$ cat config.mk
export PLATFORM = sky130hd
export DESIGN_NAME = uart_word_tx_flat
export DESIGN_NICKNAME = d
export VERILOG_FILES = /design/src/rtl/fir_uart_pkg.sv /design/src/rtl/uart_word_tx_if.sv /design/src/rtl/word_fifo.sv /design/src/rtl/uart_word_tx.sv /design/src/flat_wrapper.sv
export SDC_FILE = /design/constraint.sdc
export NUM_CORES = 1
export LEC_CHECK = 0
export ABC_AREA = 1
export BUFFER_PORTS_ARGS = -buffer_cell sky130_fd_sc_hd__buf_2
export CAP_MARGIN = 20
export CORE_MARGIN = 2
export CORE_UTILIZATION = 55
export DETAILED_ROUTE_END_ITERATION = 8
export GPL_TIMING_DRIVEN = 0
export PLACE_DENSITY = 0.75
export SLEW_MARGIN = 30
export SYNTH_ARGS = -nofsm -noshare
export SYNTH_HDL_FRONTEND = slang
export SYNTH_SLANG_ARGS = --single-unit
$ cat constraint.sdc
create_clock -name clk -period 4.4 [get_ports clk]
set_input_delay 0 -clock clk [delete_from_list [all_inputs] [get_ports clk]]
set_output_delay 0 -clock clk [all_outputs]
set_load 0.02 [all_outputs]
$ cat src/rtl/fir_uart_pkg.sv
// Shared definitions for the FIR UART link: TX state encoding, baud divisor and byte order.
package fir_uart_pkg;

  localparam int WORD_W = 16;

  localparam logic [1:0] ST_IDLE  = 2'd0;
  localparam logic [1:0] ST_START = 2'd1;
  localparam logic [1:0] ST_DATA  = 2'd2;
  localparam logic [1:0] ST_STOP  = 2'd3;

  typedef enum logic [1:0] {
    IDLE  = ST_IDLE,
    START = ST_START,
    DATA  = ST_DATA,
    STOP  = ST_STOP
  } tx_state_e;

  // Low byte of each word goes on the line first.
  localparam bit LOW_FIRST = 1'b1;

  function automatic int calc_baud_div(input int clk_freq, input int baud);
    return clk_freq / baud;
  endfunction

endpackage

$ cat src/rtl/uart_word_tx_if.sv
// Word handshake between the wrapper controller (master) and the UART word transmitter (slave).
interface uart_word_tx_if;
  import fir_uart_pkg::*;

  logic [WORD_W-1:0] word_in;
  logic              word_valid;
  logic              word_ready;

  modport master (output word_in, output word_valid, input word_ready);
  modport slave  (input word_in, input word_valid, output word_ready);
endinterface

$ cat src/rtl/word_fifo.sv
// Synchronous word FIFO; pointers carry one extra wrap bit so full/empty come from an MSB compare.
module word_fifo #(
  parameter int WIDTH = 16,
  parameter int DEPTH = 4
) (
  input  logic             clk,
  input  logic             rst,
  input  logic             i_push,
  input  logic             i_pop,
  input  logic [WIDTH-1:0] i_din,
  output logic [WIDTH-1:0] o_dout,
  output logic             o_full,
  output logic             o_empty
);

  localparam int AW = (DEPTH > 1) ? $clog2(DEPTH) : 1;
  localparam logic [AW:0] PTR_INC = {{AW{1'b0}}, 1'b1};

  if ((DEPTH < 2) || ((DEPTH & (DEPTH - 1)) != 0)) begin : g_depth_chk
    $error("word_fifo: DEPTH must be a power of 2 and >= 2");
  end

  logic [AW:0]      r_wptr;
  logic [AW:0]      r_rptr;
  logic [WIDTH-1:0] r_mem [DEPTH];
  logic             w_do_push;
  logic             w_do_pop;

  assign o_empty   = (r_wptr == r_rptr);
  assign o_full    = (r_wptr[AW] != r_rptr[AW]) && (r_wptr[AW-1:0] == r_rptr[AW-1:0]);
  assign w_do_push = i_push && !o_full;
  assign w_do_pop  = i_pop && !o_empty;
  assign o_dout    = r_mem[r_rptr[AW-1:0]];

  // Read/write pointers; reset empties the FIFO.
  always_ff @(posedge clk or posedge rst) begin
    if (rst) begin
      r_wptr <= {(AW + 1){1'b0}};
      r_rptr <= {(AW + 1){1'b0}};
    end else begin
      if (w_do_push) r_wptr <= r_wptr + PTR_INC;
      if (w_do_pop)  r_rptr <= r_rptr + PTR_INC;
    end
  end

  // Storage array; contents are don't-care until written.
  always_ff @(posedge clk) begin
    if (w_do_push) r_mem[r_wptr[AW-1:0]] <= i_din;
  end

endmodule

$ cat src/rtl/uart_word_tx.sv
// Buffers 16-bit result words and sends each as two back-to-back 8N1 frames on TxD.
module uart_word_tx
  import fir_uart_pkg::*;
#(
  parameter int CLK_FREQ = 50_000_000,
  parameter int BAUD     = 115200,
  parameter int DEPTH    = 4
) (
  input  logic                 clk,
  input  logic                 rst,
  uart_word_tx_if.slave        word_if,
  output logic                 TxD,
  output logic                 TxD_busy,
  output logic                 fifo_full,
  output logic                 word_done
);

  localparam int BAUD_DIV = calc_baud_div(CLK_FREQ, BAUD);
  localparam int CW       = (BAUD_DIV > 2) ? $clog2(BAUD_DIV) : 1;
  localparam logic [CW-1:0] BIT_LAST = CW'(BAUD_DIV - 1);
  localparam logic [CW-1:0] CNT_INC  = CW'(1'b1);

  if (BAUD_DIV < 2) begin : g_baud_chk
    $error("uart_word_tx: BAUD_DIV = CLK_FREQ/BAUD must be >= 2");
  end

  tx_state_e           r_state, w_state_nxt;
  logic [CW-1:0]       r_baud_cnt, w_baud_nxt;
  logic [2:0]          r_bit_cnt, w_bit_nxt;
  logic [7:0]          r_shift, w_shift_nxt;
  logic [WORD_W-1:0]   r_hold, w_hold_nxt;
  logic                r_byte_sel, w_sel_nxt;
  logic                r_txd, w_txd_nxt;
  logic                r_word_done, w_done_nxt;

  logic                w_push;
  logic                w_pop;
  logic [WORD_W-1:0]   w_fifo_dout;
  logic                w_fifo_full;
  logic                w_fifo_empty;
  logic                w_bit_end;
  logic [7:0]          w_first_byte;
  logic [7:0]          w_second_byte;

  // Ready depends on fullness only; a same-cycle pop never opens a slot.
  assign w_push        = word_if.word_valid && !w_fifo_full;
  assign w_bit_end     = (r_baud_cnt == BIT_LAST);
  assign w_first_byte  = LOW_FIRST ? w_fifo_dout[7:0] : w_fifo_dout[15:8];
  assign w_second_byte = LOW_FIRST ? r_hold[15:8] : r_hold[7:0];

  word_fifo #(
    .WIDTH (WORD_W),
    .DEPTH (DEPTH)
  ) u_fifo (
    .clk     (clk),
    .rst     (rst),
    .i_push  (w_push),
    .i_pop   (w_pop),
    .i_din   (word_if.word_in),
    .o_dout  (w_fifo_dout),
    .o_full  (w_fifo_full),
    .o_empty (w_fifo_empty)
  );

  // Next-state and datapath decode for the frame sequencer.
  always_comb begin
    w_state_nxt = r_state;
    w_baud_nxt  = r_baud_cnt;
    w_bit_nxt   = r_bit_cnt;
    w_shift_nxt = r_shift;
    w_hold_nxt  = r_hold;
    w_sel_nxt   = r_byte_sel;
    w_txd_nxt   = r_txd;
    w_done_nxt  = 1'b0;
    w_pop       = 1'b0;
    case (r_state)
      IDLE: begin
        w_baud_nxt = {CW{1'b0}};
        if (!w_fifo_empty) begin
          w_pop       = 1'b1;
          w_hold_nxt  = w_fifo_dout;
          w_sel_nxt   = 1'b0;
          w_shift_nxt = w_first_byte;
          w_txd_nxt   = 1'b0;
          w_state_nxt = START;
        end else begin
          w_txd_nxt   = 1'b1;
          w_state_nxt = IDLE;
        end
      end
      START: begin
        w_baud_nxt = w_bit_end ? {CW{1'b0}} : r_baud_cnt + CNT_INC;
        if (w_bit_end) begin
          w_txd_nxt   = r_shift[0];
          w_shift_nxt = {1'b0, r_shift[7:1]};
          w_bit_nxt   = 3'd0;
          w_state_nxt = DATA;
        end else begin
          w_txd_nxt   = 1'b0;
        end
      end
      DATA: begin
        w_baud_nxt = w_bit_end ? {CW{1'b0}} : r_baud_cnt + CNT_INC;
        if (w_bit_end) begin
          if (r_bit_cnt == 3'd7) begin
            w_txd_nxt   = 1'b1;
            w_state_nxt = STOP;
          end else begin
            w_txd_nxt   = r_shift[0];
            w_shift_nxt = {1'b0, r_shift[7:1]};
            w_bit_nxt   = r_bit_cnt + 3'd1;
          end
        end else begin
          w_state_nxt = DATA;
        end
      end
      STOP: begin
        w_baud_nxt = w_bit_end ? {CW{1'b0}} : r_baud_cnt + CNT_INC;
        if (w_bit_end) begin
          // Second byte of a word starts straight from the stop bit, no idle gap.
          if (!r_byte_sel) begin
            w_sel_nxt   = 1'b1;
            w_shift_nxt = w_second_byte;
            w_txd_nxt   = 1'b0;
            w_state_nxt = START;
          end else begin
            w_done_nxt  = 1'b1;
            w_txd_nxt   = 1'b1;
            w_state_nxt = IDLE;
          end
        end else begin
          w_txd_nxt   = 1'b1;
        end
      end
      default: begin
        w_baud_nxt  = {CW{1'b0}};
        w_txd_nxt   = 1'b1;
        w_state_nxt = IDLE;
      end
    endcase
  end

  // Sequencer state and datapath registers; reset aborts any frame in flight.
  always_ff @(posedge clk or posedge rst) begin
    if (rst) begin
      r_state     <= IDLE;
      r_baud_cnt  <= {CW{1'b0}};
      r_bit_cnt   <= 3'd0;
      r_shift     <= 8'h00;
      r_hold      <= {WORD_W{1'b0}};
      r_byte_sel  <= 1'b0;
      r_txd       <= 1'b1;
      r_word_done <= 1'b0;
    end else begin
      r_state     <= w_state_nxt;
      r_baud_cnt  <= w_baud_nxt;
      r_bit_cnt   <= w_bit_nxt;
      r_shift     <= w_shift_nxt;
      r_hold      <= w_hold_nxt;
      r_byte_sel  <= w_sel_nxt;
      r_txd       <= w_txd_nxt;
      r_word_done <= w_done_nxt;
    end
  end

  assign TxD                = r_txd;
  assign word_done          = r_word_done;
  assign fifo_full          = w_fifo_full;
  assign word_if.word_ready = !w_fifo_full;
  assign TxD_busy           = (r_state != IDLE) || !w_fifo_empty;

endmodule

$ cat src/flat_wrapper.sv
// flat-port wrapper written by rule: the top's interface ports become plain ports
module uart_word_tx_flat import fir_uart_pkg::*;
#(
  parameter int CLK_FREQ = 50_000_000,
  parameter int BAUD     = 115200,
  parameter int DEPTH    = 4
)
  (clk, rst, TxD, TxD_busy, fifo_full, word_done, word_if_word_in, word_if_word_valid, word_if_word_ready);
  uart_word_tx_if word_if_i ();
  input  logic clk;
  input  logic rst;
  output logic TxD;
  output logic TxD_busy;
  output logic fifo_full;
  output logic word_done;
  input wire logic [$bits(word_if_i.word_in)-1:0] word_if_word_in;
  input wire logic [$bits(word_if_i.word_valid)-1:0] word_if_word_valid;
  output wire logic [$bits(word_if_i.word_ready)-1:0] word_if_word_ready;
  assign word_if_i.word_in = word_if_word_in;
  assign word_if_i.word_valid = word_if_word_valid;
  assign word_if_word_ready = word_if_i.word_ready;
  uart_word_tx #(.CLK_FREQ(CLK_FREQ), .BAUD(BAUD), .DEPTH(DEPTH)) u_core (.clk(clk), .rst(rst), .word_if(word_if_i), .TxD(TxD), .TxD_busy(TxD_busy), .fifo_full(fifo_full), .word_done(word_done));
endmodule
==> impl_results.md, run 1 <==
- Outcome: finished clean
- Max Buffers Root-to-Sink: 2
- Critical Path AT: 2.14 ns
- Drt total wl: 9.37 mm
- Pwr dens: 404 nW/um2
- TritonCTS clock tree: yes
- Critical Path Start Type: flop
- Synth top area cells: edfxtp_1 42%, dfrtp_1 21%, nand2_1 7.8%
- CTS Hold Bufs: 17
- CP top delay family: simple AND/OR/NAND/NOR gates
- WP depth: 7
- Setup ws final: 2.35 ns
- Core ar.: 8130 um2
- Die X: 95.3 um
- Final worst path period share: 46.7%
- Peak supply drop: 250 uV
- Initial antenna violation count: 0
- Critical Path RT: 4.48 ns
- Hold Path Class: in -> reg
- Die area: 9090 um2
- Setup violators final: 0
- Tmin final: 2.05 ns
- # IOs: 24
- CTS Sinks: 103
- Register area share after synthesis: 63.2%
- Final hold vios: 0
- Fin cells: 620
- Area share of the largest cell type after synthesis: 41.9%
- GR Util All Layers: 22.9%
- Worst slew margin: 61.8%
- Slew Limit Fails: 0
- Static leakage: 2.24 nW
- Register area: 2900 um2
- CP peak stage delay: 0.52 ns
- Worst slew pin tran: 0.572 ns
- Num rows: 33
- CP max-delay cell: dfrtp_1
- First-pass GRT wire length: 15.5 mm
- CP Class: reg -> reg
- Setup TNS: 0 ns
- CP most frequent cell: nand2_1
- FILL cells: 632
- Reg clk slew, reported paths: 0.10 ns
- Hold Path Depth: 3
- CTS resizes: 0
- Max Cap Violations: 0
- Synth cell types: 28
- Crit end category: flop
- Die H: 95.3 um
- Reg2Reg Depth: 7
- CP bufs+invs: 2
- Crit path cell chain: inv_1 -> nand2_1 -> nand2_1 -> nand4_1 -> nand2_2 -> nor2_2 -> buf_8
- CTS Buf Count: 9
- WL per Instance: 15.1 um
- Worst slack at placement: 2.35 ns
- Layout cell share with drive strength beyond 1: 13.2%
- Net count reported at finish: 543
- FMAX: 487 MHz
- Starting Density: 56.4%
- Total Power: 2.14 mW
- Drt drc: 0
- Dpl hpwl: 6.56 mm
- Placer congestion estimate: 0.908
- Largest net degree at the start of global routing: 26
- Multi-input logic area: 1490 um2
- Vias: 3309
- RSZ-0062 raised after global routing: no
- Cells after Synth: 454
- PortBufs: 23
- Antenna viol nets, final: 0
- Cell taking the most area after synthesis: edfxtp_1
- Placed Cells: 587
- Layout Skew: 0.0166 ns
- Clock Latency Late Sink: 0.38 ns
- Initial DRC Count: 253
- Max H-tree Level: 3
- Vias/cell: 5.34
- Drt pass-1 iters: 4
- CTS root buf: clkbuf_8
- Worst-path maximum fanout: 11
- Mapped Area: 4590 um2
- Net count after synthesis: 487
- Syn avg cell area: 10.1 um2
- Post-CTS Setup Bufs: 0
- Antenna cells: 0
- P&R area growth vs syn: 15.6%
- Gr ovfl total: 0
- Vias in the first global route: 3313
- #FFs+latches synth: 103
- Ys Warns: 0
worst min-delay path, cell delays in order:
cell     delay (ns)
buf_2          0.10
nand2_2        0.17
xor2_1         0.09
layout make-up:
type	count	share of cell area [%]
Clock inverter	7	1.72
Sequential cell	103	54.7
Tap cell	105	2.48
Clock buffer	9	2.34
Multi-Input combinational cell	300	28.1
Buffer	14	1.30
Timing Repair Buffer	45	6.75
Inverter	37	2.62
layer usage:
layer | wire (um) | track usage [%]
met5 | 0 | 0
met4 | 296 | 10.5
met3 | 331 | 3.72
met2 | 4850 | 39.4
met1 | 3890 | 28.3
state kept, by name (all words and copies together) (netlist names), 2 cells and up:
register              flops
u_core.r_bit_cnt          3
u_core.r_hold             8
u_core.r_state            2
u_core.u_fifo.r_wptr      3
u_core.u_fifo.r_rptr      3
u_core.r_shift            8
u_core.r_baud_cnt         9
u_core.u_fifo.r_mem      64
cell families after synthesis:
kind of cell / count (synthesis) / share of synthesized area, %
AND/OR/NAND/NOR: 211 / 19.1
buffers and inverters: 51 / 4.53
AO/OA/AOI/OAI: 69 / 8.24
adder cells (fa/ha/maj): 14 / 3.82
XOR/XNOR: 6 / 1.15
flip-flops: 103 / 63.2
final timing paths:
check	startpoint	endpoint	slack, ns
worst max-delay path	u_core.u_fifo.r_rptr[1]	u_core.u_fifo.r_mem[0][8]	2.35
worst min-delay path	word_if_word_valid	u_core.u_fifo.r_wptr[0]	0.02
worst max register to register	u_core.u_fifo.r_rptr[1]	u_core.u_fifo.r_mem[0][8]	2.35
worst min register to register	u_core.TxD	u_core.TxD	0.48
max in group asynchronous	rst	u_core.u_fifo.r_rptr[1]	3.81
min in group asynchronous	rst	u_core.word_done	0.13
placed cells by master (no fill, tap or decap), drive strengths merged:
cell type / count
xor2: 5
nand2: 102
clkbuf: 17
dfstp: 1
a21oi: 15
clkinv: 3
o21ai: 37
nand3b: 1
dlygate4sd3: 17
edfxtp: 64
nand3: 16
nor3: 4
o211ai: 2
and3: 1
a22oi: 7
o22ai: 8
inv: 39
ha: 14
clkinvlp: 1
xnor2: 1
buf: 34
dfrtp: 38
nor2: 82
nand4: 5
bufinv: 1
stage by stage:
step                      hold WS (ns)  util (%)  area (um2)
after floorplan                 0.0989         -        4590
after global placement           0.210      59.4        4830
after detailed placement      -0.00826      60.5        4920
after CTS                       0.0128      65.2        5300
after global routing            0.0352      65.2        5300
final                           0.0201      65.2        5300
Yosys cell counts:
master / instances
a22oi_1: 7
o21ai_0: 37
buf_2: 4
nor2_2: 1
and3_1: 1
ha_1: 14
nand4_1: 5
a21oi_1: 15
o211ai_1: 2
nor2_1: 79
inv_2: 1
inv_1: 36
dfrtp_1: 38
nand2_2: 7
xor2_1: 5
buf_6: 1
nand3_1: 15
clkbuf_1: 8
dfstp_2: 1
nor3_1: 4
nand3_2: 1
nand3b_1: 1
buf_4: 1
nor2_4: 2
nand2_1: 95
o22ai_1: 8
xnor2_1: 1
edfxtp_1: 64
power breakdown:
group / leakage (nW) / internal, mW / switching, mW
clock: 0.105 / 0.276 / 0.354
sequential: 1.06 / 1.17 / 0.0356
combinational: 1.07 / 0.104 / 0.205
No activity file was read; power rests on OpenSTA's default activity.
==> inputs of run 2 (changes only) <==
- PLACE_DENSITY: 0.75 -> 0.78
- clock period: 4.4 -> 1.7 ns (I/O delays scaled with it)
==> impl_results.md, run 2 (synthesis gave the netlist of run 1 again) <==
- Outcome: finished clean (unchanged)
- Vias: 3372 (was 3309)
- Antenna cells: 0 (unchanged)
- Final Util: 68.3% (was 65.2%)
- Final worst path period share: 97.8%
- Critical Path Start Type: flop (unchanged)
- # IOs: 24 (unchanged)
- Max Buffers Root-to-Sink: 2 (unchanged)
- Drt drc: 0 (unchanged)
- Die H: 95.3 um (unchanged)
- Layout cell share with drive strength beyond 1: 19.5% (was 13.2%)
- Drt pass-1 iters: 4 (unchanged)
- Num rows: 33 (unchanged)
- Worst slew pin tran: 0.591 ns (was 0.572 ns)
- Starting Density: 56.4% (unchanged)
- Die X: 95.3 um (unchanged)
- Reg2reg start: u_core.u_fifo.r_rptr[0] (was u_core.u_fifo.r_rptr[1])
- Most common cell after layout, fill and taps aside: nand2_1 (unchanged)
- CP Class: reg -> out (was reg -> reg)
- Initial DRC Count: 211 (was 253)
- Initial antenna violation count: 0 (unchanged)
- Hold Path Class: in -> reg (unchanged)
- Antenna viol nets, final: 0 (unchanged)
- Die area: 9090 um2 (unchanged)
- Pwr dens: 1010 nW/um2 (was 404 nW/um2)
- Clock Latency Late Sink: 0.38 ns (about the same)
- Hold Path Depth: 4 (was 3)
- Core ar.: 8130 um2 (unchanged)
- Setup violators final: 0 (unchanged)
- WL per Instance: 15.0 um (was 15.1 um)
- Critical Path AT: 1.66 ns (was 2.14 ns)
- Placer congestion estimate: 0.888 (was 0.908)
- HP Start: word_if_word_valid (unchanged)
- CTS Buf Count: 9 (unchanged)
- PortBufs: 23 (unchanged)
- Worst-path maximum fanout: 10 (was 11)
- GR Util All Layers: 22.0% (was 22.9%)
- Critical Path RT: 1.70 ns (was 4.48 ns)
- Max Cap Violations: 0 (unchanged)
- Worst slew margin: 60.6% (was 61.8%)
- First-pass GRT wire length: 15.1 mm (was 15.5 mm)
- Worst slack at placement: -0.274 ns (was 2.35 ns)
- FF-to-FF End: u_core.u_fifo.r_mem[1][7] (was u_core.u_fifo.r_mem[0][8])
- Register area: 2900 um2 (about the same)
- P&R area growth vs syn: 21.0% (was 15.6%)
- RSZ-0062 raised after global routing: yes (was no)
- Max H-tree Level: 3 (unchanged)
- Worst reg2reg setup slack: 0.05 ns (was 2.35 ns)
- Largest register FFs: 64 (unchanged)
- Layout Skew: 0.0178 ns (was 0.0166 ns)
- Reg clk slew, reported paths: 0.10 ns (about the same)
- Multi-input logic area: 1570 um2 (was 1490 um2)
- Vias in the first global route: 3229 (was 3313)
- Total Power: 5.62 mW (was 2.14 mW)
- Largest net degree at the start of global routing: 23 (was 26)
- Gr ovfl total: 0 (unchanged)
- Crit end category: output port (was flop)
- Final hold vios: 0 (unchanged)
- Static leakage: 2.35 nW (was 2.24 nW)
- CTS root buf: clkbuf_8 (unchanged)
- FMAX: 601 MHz
- Commonest cells after routing, fill and taps aside: 90 x nand2_1, 72 x nor2_1, 64 x edfxtp_1, 37 x o21ai_0, 36 x dfrtp_1 (was 95 x nand2_1, 75 x nor2_1, 64 x edfxtp_1, 38 x dfrtp_1, 37 x o21ai_0)
- Tmin final: 1.66 ns
- Vias/cell: 5.32 (was 5.34)
- Reg2Reg Depth: 7 (unchanged)
- FILL cells: 575 (was 632)
- Net count reported at finish: 557 (was 543)
- TritonCTS clock tree: yes (unchanged)
- Hold path endpoint: u_core.u_fifo.r_wptr[2] (was u_core.u_fifo.r_wptr[0])
- Setup ws final: 0.0373 ns (was 2.35 ns)
- Dpl hpwl: 5.95 mm (was 6.56 mm)
- Slew Limit Fails: 0 (unchanged)
- CTS Sinks: 103 (unchanged)
- Peak supply drop: 887 uV (was 250 uV)
- Drt total wl: 9.52 mm (was 9.37 mm)
[run 2: cell count changes in the layout (fill, tap and decap cells not counted), moves of 4 or more]
cell | previous run | this run
buf_4 | 1 | 17
inv_1 | 35 | 31
nand2_1 | 95 | 90
nor2_4 | 2 | 7
clkbuf_1 | 8 | 3
buf_12 | 1 | 5
[run 2: layout make-up]
class                      count  area share [%]
sequential                   103            52.3
multi-input combinational    300            28.3
timing repair buffer          61            9.82
inverter                      37            2.59
tap                          105            2.37
clock buffer                  10            2.30
buffer                        12            1.24
clock inverter                 6            1.13
[run 2: worst max-delay path: stages, from the launching register on]
cell and delay, ns:
dfrtp_1 0.42, inv_2 0.11, ha_1 0.18, buf_4 0.19, nand4_1 0.18, buf_4 0.21
[run 2: how the worst max path moves through the flow]
| stage | from | endpoint | slack (ns) | cells after the start |
|---|---|---|---|---|
| floorplan | u_core.u_fifo.r_rptr[1] | u_core.u_fifo.r_mem[3][0] | -0.05 | 6 |
| global placement | u_core.u_fifo.r_rptr[1] | u_core.u_fifo.r_mem[3][14] | -0.25 | 6 |
| detailed placement | u_core.u_fifo.r_rptr[0] | u_core.u_fifo.r_mem[3][13] | -0.27 | 6 |
| CTS | u_core.r_state[0] | TxD_busy | 0.004 | 5 |
| global route | u_core.u_fifo.r_rptr[0] | u_core.u_fifo.r_mem[1][7] | -0.06 | 7 |
| finish | u_core.r_state[0] | TxD_busy | 0.04 | 5 |
[run 2: power by group]
| part | switching [mW] | total, mW | internal [mW] |
|---|---|---|---|
| sequential | 0.0927 | 3.12 | 3.03 |
| combinational | 0.608 | 1.01 | 0.404 |
| clock | 0.917 | 1.49 | 0.575 |
[run 2: stage by stage]
| step | hold WS (ns) | std cells | instance area, um2 | setup TNS [ns] |
|---|---|---|---|---|
| after floorplan | 0.0989 | 454 | 4630 | -1.67 |
| after global placement | 0.209 | 582 | 4870 | -13.89 |
| after detailed placement | 0.0215 | 583 | 4900 | -15.42 |
| after CTS | 0.0739 | 623 | 5370 | 0 |
| after global routing | 0.115 | 634 | 5550 | -0.731 |
| final | 0.0655 | 634 | 5550 | 0 |
[run 2: timing repair]
item                                    in CTS  in global routing
hold endpoints to repair                   103                  0
buffers inserted                             7                 12
pin swaps                                    6                 11
gates resized for setup                      3                 28
gates cloned                                 0                  1
endpoints found under the setup margin      79                 84
hold buffers                                17                  0
[run 2: metal layers]
metal	routed length [um]	up-vias	global-route usage, %
met5	0	-	0
met4	207	0	8.45
met3	338	19	4.27
met2	5030	70	38.6
met1	3940	1628	26.8
li1	-	1655	-
==> inputs of run 3 (changes only) <==
- CORE_MARGIN: 2 -> not set
- PLACE_DENSITY: 0.78 -> 0.75
- clock period: 1.7 -> 2.15 ns (I/O delays scaled with it)
==> impl_results.md, run 3 (synthesis gave the netlist of run 1 again) <==
- Crit path cell chain: inv_2 -> nand2_1 -> nand2_2 -> nand4_1 -> nand2_2 -> nor2_4 (was inv_2 -> ha_1 -> buf_4 -> nand4_1 -> buf_4)
- CP most frequent cell: nand2_2 (was buf_4)
- Total Power: 4.31 mW (was 5.62 mW)
- Internal: 3.08 mW (was 4.01 mW)
- Crit end category: flop (was output port)
- P&R area growth vs syn: 15.3% (was 21.0%)
- Die X: 93.3 um (was 95.3 um)
- Top Usage Layer GRT: met2 (unchanged)
- Commonest cells after routing, fill and taps aside: 95 x nand2_1, 75 x nor2_1, 64 x edfxtp_1, 37 x o21ai_0, 37 x dfrtp_1 (was 90 x nand2_1, 72 x nor2_1, 64 x edfxtp_1, 37 x o21ai_0, 36 x dfrtp_1)
- CTS Sinks: 103 (unchanged)
- CTS Buf Count: 9 (unchanged)
- Final hold vios: 0 (unchanged)
- Setup TNS: 0 ns (unchanged)
- Hold Path Class: in -> reg (unchanged)
- Largest net degree at the start of global routing: 21 (was 23)
- Initial antenna violation count: 0 (unchanged)
- Num rows: 32 (was 33)
- Worst slew margin: 59.9% (was 60.6%)
- Net Sw Frac: 28.4% (was 28.8%)
- Combinational power share: 14.7% (was 18.0%)
- Worst slack at placement: -0.173 ns (was -0.274 ns)
- Die H: 93.3 um (was 95.3 um)
- Net count reported at finish: 541 (was 557)
- Tmin final: 2.01 ns
- Slew Limit Fails: 0 (unchanged)
- Vias/cell: 5.24 (was 5.32)
- Critical Path RT: 2.16 ns (was 1.70 ns)
- Final Util: 67.1% (was 68.3%)
- Critical Path Start Type: flop (unchanged)
- Die area: 8710 um2 (was 9090 um2)
- Largest register FFs: 64 (unchanged)
- FILL cells: 623 (was 575)
- WL per Instance: 14.7 um (was 15.0 um)
- Peak supply drop: 577 uV (was 887 uV)
- PortBufs: 23 (unchanged)
- Vias in the first global route: 3183 (was 3229)
- Starting Density: 58.2% (was 56.4%)
- Reg clk slew, reported paths: 0.10 ns (about the same)
- Drt total wl: 9.05 mm (was 9.52 mm)
- GR Util met3: 4.72% (was 4.27%)
- Fin cells: 615 (was 634)
- Placed Cells: 582 (was 583)
- Max Cap Violations: 0 (unchanged)
- Switching power total: 1.22 mW (was 1.62 mW)
- Register area: 2900 um2 (about the same)
- Outcome: finished clean (unchanged)
- Worst-path maximum fanout: 17 (was 10)
- Antenna viol nets, final: 0 (unchanged)
- Antenna cells: 0 (unchanged)
- Worst reg2reg setup slack: 0.14 ns (was 0.05 ns)
- CTS root buf: clkbuf_8 (unchanged)
- Drt drc: 0 (unchanged)
- Layout Skew: 0.0104 ns (was 0.0178 ns)
- Dpl hpwl: 5.99 mm (was 5.95 mm)
- Initial DRC Count: 234 (was 211)
- Gr ovfl total: 0 (unchanged)
- Pwr dens: 814 nW/um2 (was 1010 nW/um2)
- Max Buffers Root-to-Sink: 2 (unchanged)
- First-pass GRT wire length: 15.0 mm (was 15.1 mm)
- Met2 Track Usage GR: 40.0% (was 38.6%)
- Placer congestion estimate: 0.873 (was 0.888)
- Max H-tree Level: 3 (unchanged)
- Layout cell share with drive strength beyond 1: 13.1% (was 19.5%)
- Post-CTS Setup Bufs: 0 (was 7)
- Worst slew pin tran: 0.600 ns (was 0.591 ns)
- CP peak stage delay: 0.52 ns (was 0.42 ns)
- Met1 global-route usage: 28.2% (was 26.8%)
- Setup violators final: 0 (unchanged)
- Cell area after placement: 4900 um2 (about the same)
- Clk pwr share: 28.0% (was 26.5%)
- Final worst path period share: 93.7%
- WHS: 0.0875 ns (was 0.0655 ns)
- Vias: 3225 (was 3372)
- Clock Latency Late Sink: 0.37 ns (was 0.38 ns)
- Multi-input logic area: 1510 um2 (was 1570 um2)
- Static leakage: 2.23 nW (was 2.35 nW)
- Core ar.: 7890 um2 (was 8130 um2)
- Fin area: 5290 um2 (was 5550 um2)
- Drt pass-1 iters: 4 (unchanged)
- CP max-delay cell: nor2_4 (was dfrtp_1)
- Setup ws final: 0.135 ns (was 0.0373 ns)
- FMAX: 496 MHz
- # IOs: 24 (unchanged)
- Critical Path AT: 2.03 ns (was 1.66 ns)
- GR Util All Layers: 23.0% (was 22.0%)
- TritonCTS clock tree: yes (unchanged)
- Part of the power in registers: 57.4% (was 55.5%)
- CP Class: reg -> reg (was reg -> out)
- Most common cell after layout, fill and taps aside: nand2_1 (unchanged)
## run 3: power groups by stage
stage / combinational, mW / sequential, mW / clock (mW)
after floorplan: 0.371 / 2.49 / 0
after global placement: 0.518 / 2.51 / 0
after detailed placement: 0.594 / 2.51 / 0
after CTS: 0.627 / 2.47 / 1.22
after global routing: 0.702 / 2.49 / 1.31
final: 0.632 / 2.47 / 1.20
## run 3: layer usage
layer	wire length, um	part of all wire (%)
met5	0	0
met3	420	4.6
met4	167	1.8
met2	4590	51
met1	3870	43
## run 3: what timing repair did
item	CTS	global route
hold buffers	17	0
gates resized for setup	1	3
pin swaps	0	0
setup endpoints to repair	17	13
endpoints found under the hold margin	84	0
## run 3: final cells by class
class	count	share of cell area, %
Sequential cell	103	54.8
Multi-Input combinational cell	300	28.6
Timing Repair Buffer	43	6.48
Inverter	37	2.63
Clock buffer	10	2.60
Tap cell	102	2.41
Buffer	14	1.30
Clock inverter	6	1.18
## run 3: worst paths after layout
kind	from	endpoint	depth (start not counted)
max	u_core.u_fifo.r_rptr[0]	u_core.u_fifo.r_mem[3][2]	6
min	word_if_word_valid	u_core.u_fifo.r_wptr[0]	3
max reg2reg	u_core.u_fifo.r_rptr[0]	u_core.u_fifo.r_mem[3][2]	6
min reg2reg	u_core.TxD	u_core.TxD	2
max in group asynchronous	rst	u_core.u_fifo.r_rptr[1]	4
min in group asynchronous	rst	u_core.u_fifo.r_wptr[2]	3
## run 3: worst max-delay path, delay by kind of cell (launching register included)
family                 cells  cell delay [ns]
buffers and inverters      1             0.13
DFF                        1             0.45
and+or+nand+nor            5             1.07
